File: src/rtl/ps2_host_tx.sv
// PS/2 host-to-device command transmitter: clock inhibit, start request, bit-serial frame, ACK capture.
// Optional watchdog enabled by defining PS2_HOST_TX_TIMEOUT_EN.
module ps2_host_tx #(
    parameter int INHIBIT_CYCLES = 5000,
    parameter int TIMEOUT_CYCLES = 750000
) (
    input  logic       CLOCK_50,
    input  logic       reset,
    input  logic [7:0] cmd_data,
    input  logic       cmd_valid,
    output logic       cmd_ready,
    input  logic       ps2_clk_in,
    input  logic       ps2_dat_in,
    output logic       ps2_clk_oe,
    output logic       ps2_dat_oe,
    output logic       busy,
    output logic       done,
    output logic       ack_ok,
    output logic       error,
    output logic [2:0] o_dbg_state
);

    typedef enum logic [2:0] {
        S_IDLE      = 3'd0,
        S_INHIBIT   = 3'd1,
        S_REQ       = 3'd2,
        S_WAIT_CLK  = 3'd3,
        S_WAIT_IDLE = 3'd4
    } state_t;

    localparam int INH_W = $clog2(INHIBIT_CYCLES + 1);

    state_t           r_state;
    state_t           w_state_next;
    logic [INH_W-1:0] r_inh_cnt;
    logic [INH_W-1:0] w_inh_cnt_next;
    logic [3:0]       r_bit_cnt;
    logic [3:0]       w_bit_cnt_next;
    logic [9:0]       r_frame;
    logic [9:0]       w_frame_next;
    logic             r_clk_oe;
    logic             w_clk_oe_next;
    logic             r_dat_oe;
    logic             w_dat_oe_next;
    logic             r_done;
    logic             w_done_next;
    logic             r_ack;
    logic             w_ack_next;
    logic             r_ready_en;
    logic             r_clk_s1;
    logic             r_clk_s2;
    logic             r_clk_d;
    logic             r_dat_s1;
    logic             r_dat_s2;
    logic             w_clk_fall;

`ifdef PS2_HOST_TX_TIMEOUT_EN
    localparam int WD_W = $clog2(TIMEOUT_CYCLES + 1);
    logic [WD_W-1:0] r_wd_cnt;
    logic [WD_W-1:0] w_wd_cnt_next;
    logic            r_error;
    logic            w_error_next;
`endif

    assign w_clk_fall = r_clk_d & ~r_clk_s2;

    // Valid/ready: a byte transfers on any rising edge where cmd_valid and cmd_ready are both 1;
    // cmd_ready is high only in IDLE, so offers made while busy are simply not taken.
    assign cmd_ready   = (r_state == S_IDLE) && r_ready_en;
    assign busy        = (r_state != S_IDLE);
    assign ps2_clk_oe  = r_clk_oe;
    assign ps2_dat_oe  = r_dat_oe;
    assign done        = r_done;
    assign ack_ok      = r_ack;
    assign o_dbg_state = r_state;

    always_comb begin
        w_state_next   = r_state;
        w_inh_cnt_next = r_inh_cnt;
        w_bit_cnt_next = r_bit_cnt;
        w_frame_next   = r_frame;
        w_dat_oe_next  = r_dat_oe;
        w_done_next    = 1'b0;
        w_ack_next     = r_ack;
`ifdef PS2_HOST_TX_TIMEOUT_EN
        w_wd_cnt_next  = r_wd_cnt;
        w_error_next   = 1'b0;
`endif
        case (r_state)
            S_IDLE: begin
                w_dat_oe_next = 1'b0;
                if (cmd_valid && cmd_ready) begin
                    w_state_next   = S_INHIBIT;
                    w_inh_cnt_next = '0;
                    w_bit_cnt_next = '0;
                    // Frame shifts out LSB first: data[7:0], odd parity, stop (released).
                    w_frame_next   = {1'b1, ~^cmd_data, cmd_data};
                    w_ack_next     = 1'b0;
                end
            end
            S_INHIBIT: begin
                if (r_inh_cnt == INH_W'(INHIBIT_CYCLES - 1)) begin
                    w_state_next  = S_REQ;
                    w_dat_oe_next = 1'b1;
                end else begin
                    w_inh_cnt_next = r_inh_cnt + INH_W'(1);
                end
            end
            S_REQ: begin
                w_state_next = S_WAIT_CLK;
`ifdef PS2_HOST_TX_TIMEOUT_EN
                w_wd_cnt_next = '0;
`endif
            end
            S_WAIT_CLK: begin
                if (w_clk_fall) begin
                    if (r_bit_cnt == 4'd10) begin
                        w_ack_next    = ~r_dat_s2;
                        w_dat_oe_next = 1'b0;
                        w_state_next  = S_WAIT_IDLE;
                    end else begin
                        w_dat_oe_next  = ~r_frame[0];
                        w_frame_next   = r_frame >> 1;
                        w_bit_cnt_next = r_bit_cnt + 4'd1;
                    end
                end
            end
            S_WAIT_IDLE: begin
                if (r_clk_s2 && r_dat_s2) begin
                    w_done_next  = 1'b1;
                    w_state_next = S_IDLE;
                end
            end
            default: begin
                w_state_next  = S_IDLE;
                w_dat_oe_next = 1'b0;
            end
        endcase
`ifdef PS2_HOST_TX_TIMEOUT_EN
        // Watchdog overrides the normal flow once the device has had long enough to respond.
        if (r_state == S_WAIT_CLK || r_state == S_WAIT_IDLE) begin
            if (r_wd_cnt == WD_W'(TIMEOUT_CYCLES - 1)) begin
                w_error_next  = 1'b1;
                w_done_next   = 1'b0;
                w_dat_oe_next = 1'b0;
                w_state_next  = S_IDLE;
            end else begin
                w_wd_cnt_next = r_wd_cnt + WD_W'(1);
            end
        end
`endif
        w_clk_oe_next = (w_state_next == S_INHIBIT) || (w_state_next == S_REQ);
    end

    always_ff @(posedge CLOCK_50) begin
        if (!reset) begin
            r_state    <= S_IDLE;
            r_inh_cnt  <= '0;
            r_bit_cnt  <= '0;
            r_frame    <= '0;
            r_clk_oe   <= 1'b0;
            r_dat_oe   <= 1'b0;
            r_done     <= 1'b0;
            r_ack      <= 1'b0;
            r_ready_en <= 1'b0;
            // Idle bus level, so leaving reset never looks like a falling edge.
            r_clk_s1   <= 1'b1;
            r_clk_s2   <= 1'b1;
            r_clk_d    <= 1'b1;
            r_dat_s1   <= 1'b1;
            r_dat_s2   <= 1'b1;
        end else begin
            r_state    <= w_state_next;
            r_inh_cnt  <= w_inh_cnt_next;
            r_bit_cnt  <= w_bit_cnt_next;
            r_frame    <= w_frame_next;
            r_clk_oe   <= w_clk_oe_next;
            r_dat_oe   <= w_dat_oe_next;
            r_done     <= w_done_next;
            r_ack      <= w_ack_next;
            r_ready_en <= 1'b1;
            r_clk_s1   <= ps2_clk_in;
            r_clk_s2   <= r_clk_s1;
            r_clk_d    <= r_clk_s2;
            r_dat_s1   <= ps2_dat_in;
            r_dat_s2   <= r_dat_s1;
        end
    end

`ifdef PS2_HOST_TX_TIMEOUT_EN
    always_ff @(posedge CLOCK_50) begin
        if (!reset) begin
            r_wd_cnt <= '0;
            r_error  <= 1'b0;
        end else begin
            r_wd_cnt <= w_wd_cnt_next;
            r_error  <= w_error_next;
        end
    end

    assign error = r_error;
`else
    // No watchdog in this build: TIMEOUT_CYCLES has no effect and error is constant 0.
    assign error = (TIMEOUT_CYCLES < 0);
`endif

endmodule

File: config.mk
export PLATFORM = sky130hd
export DESIGN_NAME = ps2_host_tx
export DESIGN_NICKNAME = d
export VERILOG_FILES = /design/src/rtl/ps2_host_tx.sv
export SDC_FILE = /design/constraint.sdc
export NUM_CORES = 1
export LEC_CHECK = 0
export CAP_MARGIN = 20
export CORE_ASPECT_RATIO = 1.4
export CORE_UTILIZATION = 49
export CTS_BUF_LIST = sky130_fd_sc_hd__clkbuf_8 sky130_fd_sc_hd__clkbuf_16
export DETAILED_ROUTE_END_ITERATION = 6
export HOLD_SLACK_MARGIN = 0.08
export PLACE_DENSITY = 0.76
export SKIP_LAST_GASP = 1
export SLEW_MARGIN = 10
export SYNTH_ARGS = -nofsm -noshare
export SYNTH_HDL_FRONTEND = slang
export SYNTH_SLANG_ARGS = --single-unit
File: constraint.sdc
create_clock -name CLOCK_50 -period 1.8 [get_ports CLOCK_50]
set_input_delay 0.27 -clock CLOCK_50 [delete_from_list [all_inputs] [get_ports CLOCK_50]]
set_output_delay 0.27 -clock CLOCK_50 [all_outputs]
set_load 0.02 [all_outputs]
==> results by group <==
Run status
  – Status: complete, no violations

Die
  – Starting density of the core: 51.60%
  – Die area: approximately 0.0041 mm²
  – Core box area: approximately 0.0037 mm²
  – Cell Rows: 26
  – Ports: 23
  – Chip width: 54.59 µm
  – Die Y: approximately 76 µm

Setup path
  – R2R setup slack: about 0.049 ns
  – Crit Path Class: reg2reg
  – Startpoint types: register
  – Critical path's slowest cell: or4_1
  – CP top delay family: simple AND/OR/NAND/NOR gates
  – Largest stage delay on the critical path: 0.52 ns
  – Critical path peak fanout: 7
  – CP required: 2.04 ns
  – Crit path cell chain: or3b_4 -> a41o_4 -> or4_1 -> a21oi_2
  – Bufs and invs on worst path: 0
  – Crit end category: register
  – Arrival time worst endpoint: slightly below 2 ns

Yosys
  – Mapped Area: 0.001897 mm²
  – Top cell type's share of synthesized area: 42.22%
  – Synth Flop Type: dfxtp_1
  – Count of cell types in the netlist: 42
  – Synthesis-stage register bit count: 40
  – Mapped Cells: 224
  – Post-synth top area cell: dfxtp_1
  – Synth warn: 0
  – Synth async-reset ratio: 0%
  – EDFF count, synth: 0
  – Ranking of synthesized cells by area: dfxtp_1 (42%), nand2_1 (5.3%), a21oi_1 (4.2%), a311oi_1 (3.7%), xnor2_1 (3.2%)
  – Syn Area/Cell: around 8.5 µm²
  – Syn_nets: 240
  – Sequential share of the synthesized area: roughly 42%

Power and ir drop
  – Peak supply drop: 0.5369 mV
  – Clock network power share: 37.5%
  – Psw: around 440 µW
  – Power Dens Cells: 760.4 mW/mm²
  – Logic pwr share: 13.1%
  – P_int: 1.444 mW
  – Leakage power: 0.9158 nW
  – Flop pwr share: 49.4%
  – Net Sw Frac: 23.46%

Place
  – Gp weighted congestion: around 0.82
  – Post-DP Area: 0.002302 mm²
  – Dpl hpwl: 3183 µm
  – PortBufs: 21

Finish
  – Nets@finish: 281
  – Final Util: 67.49%
  – Cell area after layout: around 0.0025 mm²
  – Most frequent cells in the layout: dfxtp_1 (36), nand2_1 (27), buf_4 (24)
  – Fillers: 309
  – Area grow syn2layout: 30.80%
  – Share of cells above drive strength 1: between 10% and 20%
  – Most common library cell in the layout ignoring fill and taps: dfxtp_1
  – Ant diodes: 0

Worst hold path
  – Worst min path class: reg2reg

Timing
  – RSZ-0062 raised after global routing: true
  – Relative slew slack: 66.34%
  – Highest clock rate: about 570 MHz
  – Fin Setup TNS: 0 ns
  – Worst Clk Skew: around 0.0046 ns
  – Endpoints failing hold: 0
  – Min Tclk post-route: between 1.5 and 2 ns
  – Pin slew with the least headroom to its limit: 0.5015 ns
  – Period utilization: 97.28%
  – Final Slew Violations: 0
  – Final setup vio count: 0

Clocking
  – Clock latency on the worst-skew pair: 0.30 ns
  – Clock buffer depth: 2
  – CTS H-tree depth: 2
  – Root buffer cell: clkbuf_8
  – Num CTS Buffers: 5
  – Worst-path clk slew: 0.07 ns
  – Count of clock tree sinks: 40
  – TritonCTS clock tree: built
  – Hold buffer count at CTS: 0

Route
  – Met2 WL: ~2300 µm
  – Drt total wl: 4408 µm
  – Final ANT Viol Nets: 0
  – Metal3 WL: 149 µm
  – Drt wl/cell: ~14 µm
  – DR vias/cell: 5.799
  – M1 WL: roughly 1800 µm
  – Drt pass-1 iters: 4
  – DR iter-0 viols: 67
  – Uppermost layer routed: met4
  – Drc violations: 0
  – Vias: 1786

GRT
  – Total gr overflow: 0
  – GRT Overall Usage: 23.82%
  – Vias in the first global route: 1654
  – Initial antenna violation count: 0
  – First-pass GRT wire length: between 7000 and 8000 µm
  – Pin count of the biggest net entering global routing: 17

Job
  – Max-Cap Viols: 0
-- per-stage QoR --
step | power (mW) | instances | setup WS (ns) | hold WS [ns]
CTS | 1.899 | 305 | 0.01384 | 0.4167
global placement | 1.183 | 297 | 0.04573 | 0.3935
finish | 1.887 | 308 | 0.04894 | 0.4117
detailed placement | 1.188 | 297 | -0.005218 | 0.3978
global route | 1.958 | 308 | -0.009881 | 0.4422
floorplan | 1.083 | 224 | 0.004501 | 0.2977
-- per-layer routing --
| metal | GRT usage [%] | up-vias |
|---|---|---|
| li1 | - | 897 |
| met1 | 25.68 | 840 |
| met2 | 40.70 | 38 |
| met3 | 6.188 | 11 |
| met4 | 13.68 | 0 |
| met5 | 0 | - |
-- worst reg2reg max path: cells and delay by family, from the launching register on --
kind               cells  cell delay, ns
DFF                    1            0.37
AOI/OAI and AO/OA      2            0.41
and+or+nand+nor        2            0.92
-- flip-flops by register name (all words and copies together), names as in the netlist, 3 cells and up --
signal,count
r_inh_cnt,13
o_dbg_state,3
r_bit_cnt,4
r_frame,10
-- final timing paths --
kind | start | to | depth (start not counted)
worst max-delay path | o_dbg_state[0]$_SDFF_PN0_ | r_inh_cnt[5]$_SDFFE_PN0P_ | 4
worst min-delay path | r_dat_s1$_SDFF_PN1_ | r_dat_s2$_SDFF_PN1_ | 1
worst max register to register | o_dbg_state[0]$_SDFF_PN0_ | r_inh_cnt[5]$_SDFFE_PN0P_ | 4
worst min register to register | r_dat_s1$_SDFF_PN1_ | r_dat_s2$_SDFF_PN1_ | 1
-- cells by family after synthesis --
family                   after synthesis  share of synthesized area (%)
AND/OR/NAND/NOR                      101                          28.69
AO/OA/AOI/OAI                         49                          17.28
flip-flops                            40                          42.22
buffers and inverters                 18                          3.958
XOR/XNOR                              11                          5.079
adder cells (fa/ha/maj)                3                          1.979
other                                  1                         0.1977
multiplexers                           1                         0.5936
-- timing repair --
item                                    CTS  global route
pin swaps                                 0             4
gates cloned                              0             1
endpoints found under the setup margin    4             9
resized for setup                         5            10
buffers inserted                          0             2
-- cell type report --
type	count	area, µm²	share of cell area [%]
multi-input combinational	167	1084	43.67
sequential	40	810.8	32.68
timing repair buffer	46	407.9	16.44
clock buffer	5	68.82	2.774
tap	42	52.55	2.118
clock inverter	3	38.79	1.563
inverter	5	18.77	0.7564
-- synth_stat cells, types with 2 or more instances --
master and number:
o21ai_0 10, a211oi_1 2, ha_1 3, nor3b_1 2
inv_1 5, or4_1 7, xnor2_1 7, nand3_1 12
and3_1 2, xor2_1 4, dfxtp_1 40, nand3b_1 3
nand2b_1 9, nand4_1 3, clkbuf_1 9, and4_1 2
a21oi_1 16, nand2_1 27, or3_1 6, buf_2 3
nor3_1 3, and2_1 4, o31ai_1 2, o211ai_1 4
a311oi_1 8, and3b_1 2, nor2_1 14
-- power by group through the flow --
| stage | Sequential (mW) | Combinational, mW | Clock (mW) |
|---|---|---|---|
| 2_1_floorplan | 0.955 | 0.129 | 0 |
| 3_3_place_gp | 0.952 | 0.231 | 0 |
| 3_5_place_dp | 0.953 | 0.236 | 0 |
| 4_1_cts | 0.932 | 0.237 | 0.730 |
| 5_1_grt | 0.934 | 0.270 | 0.754 |
| 6_report | 0.931 | 0.248 | 0.708 |
No activity file was read; power rests on OpenSTA's default activity.
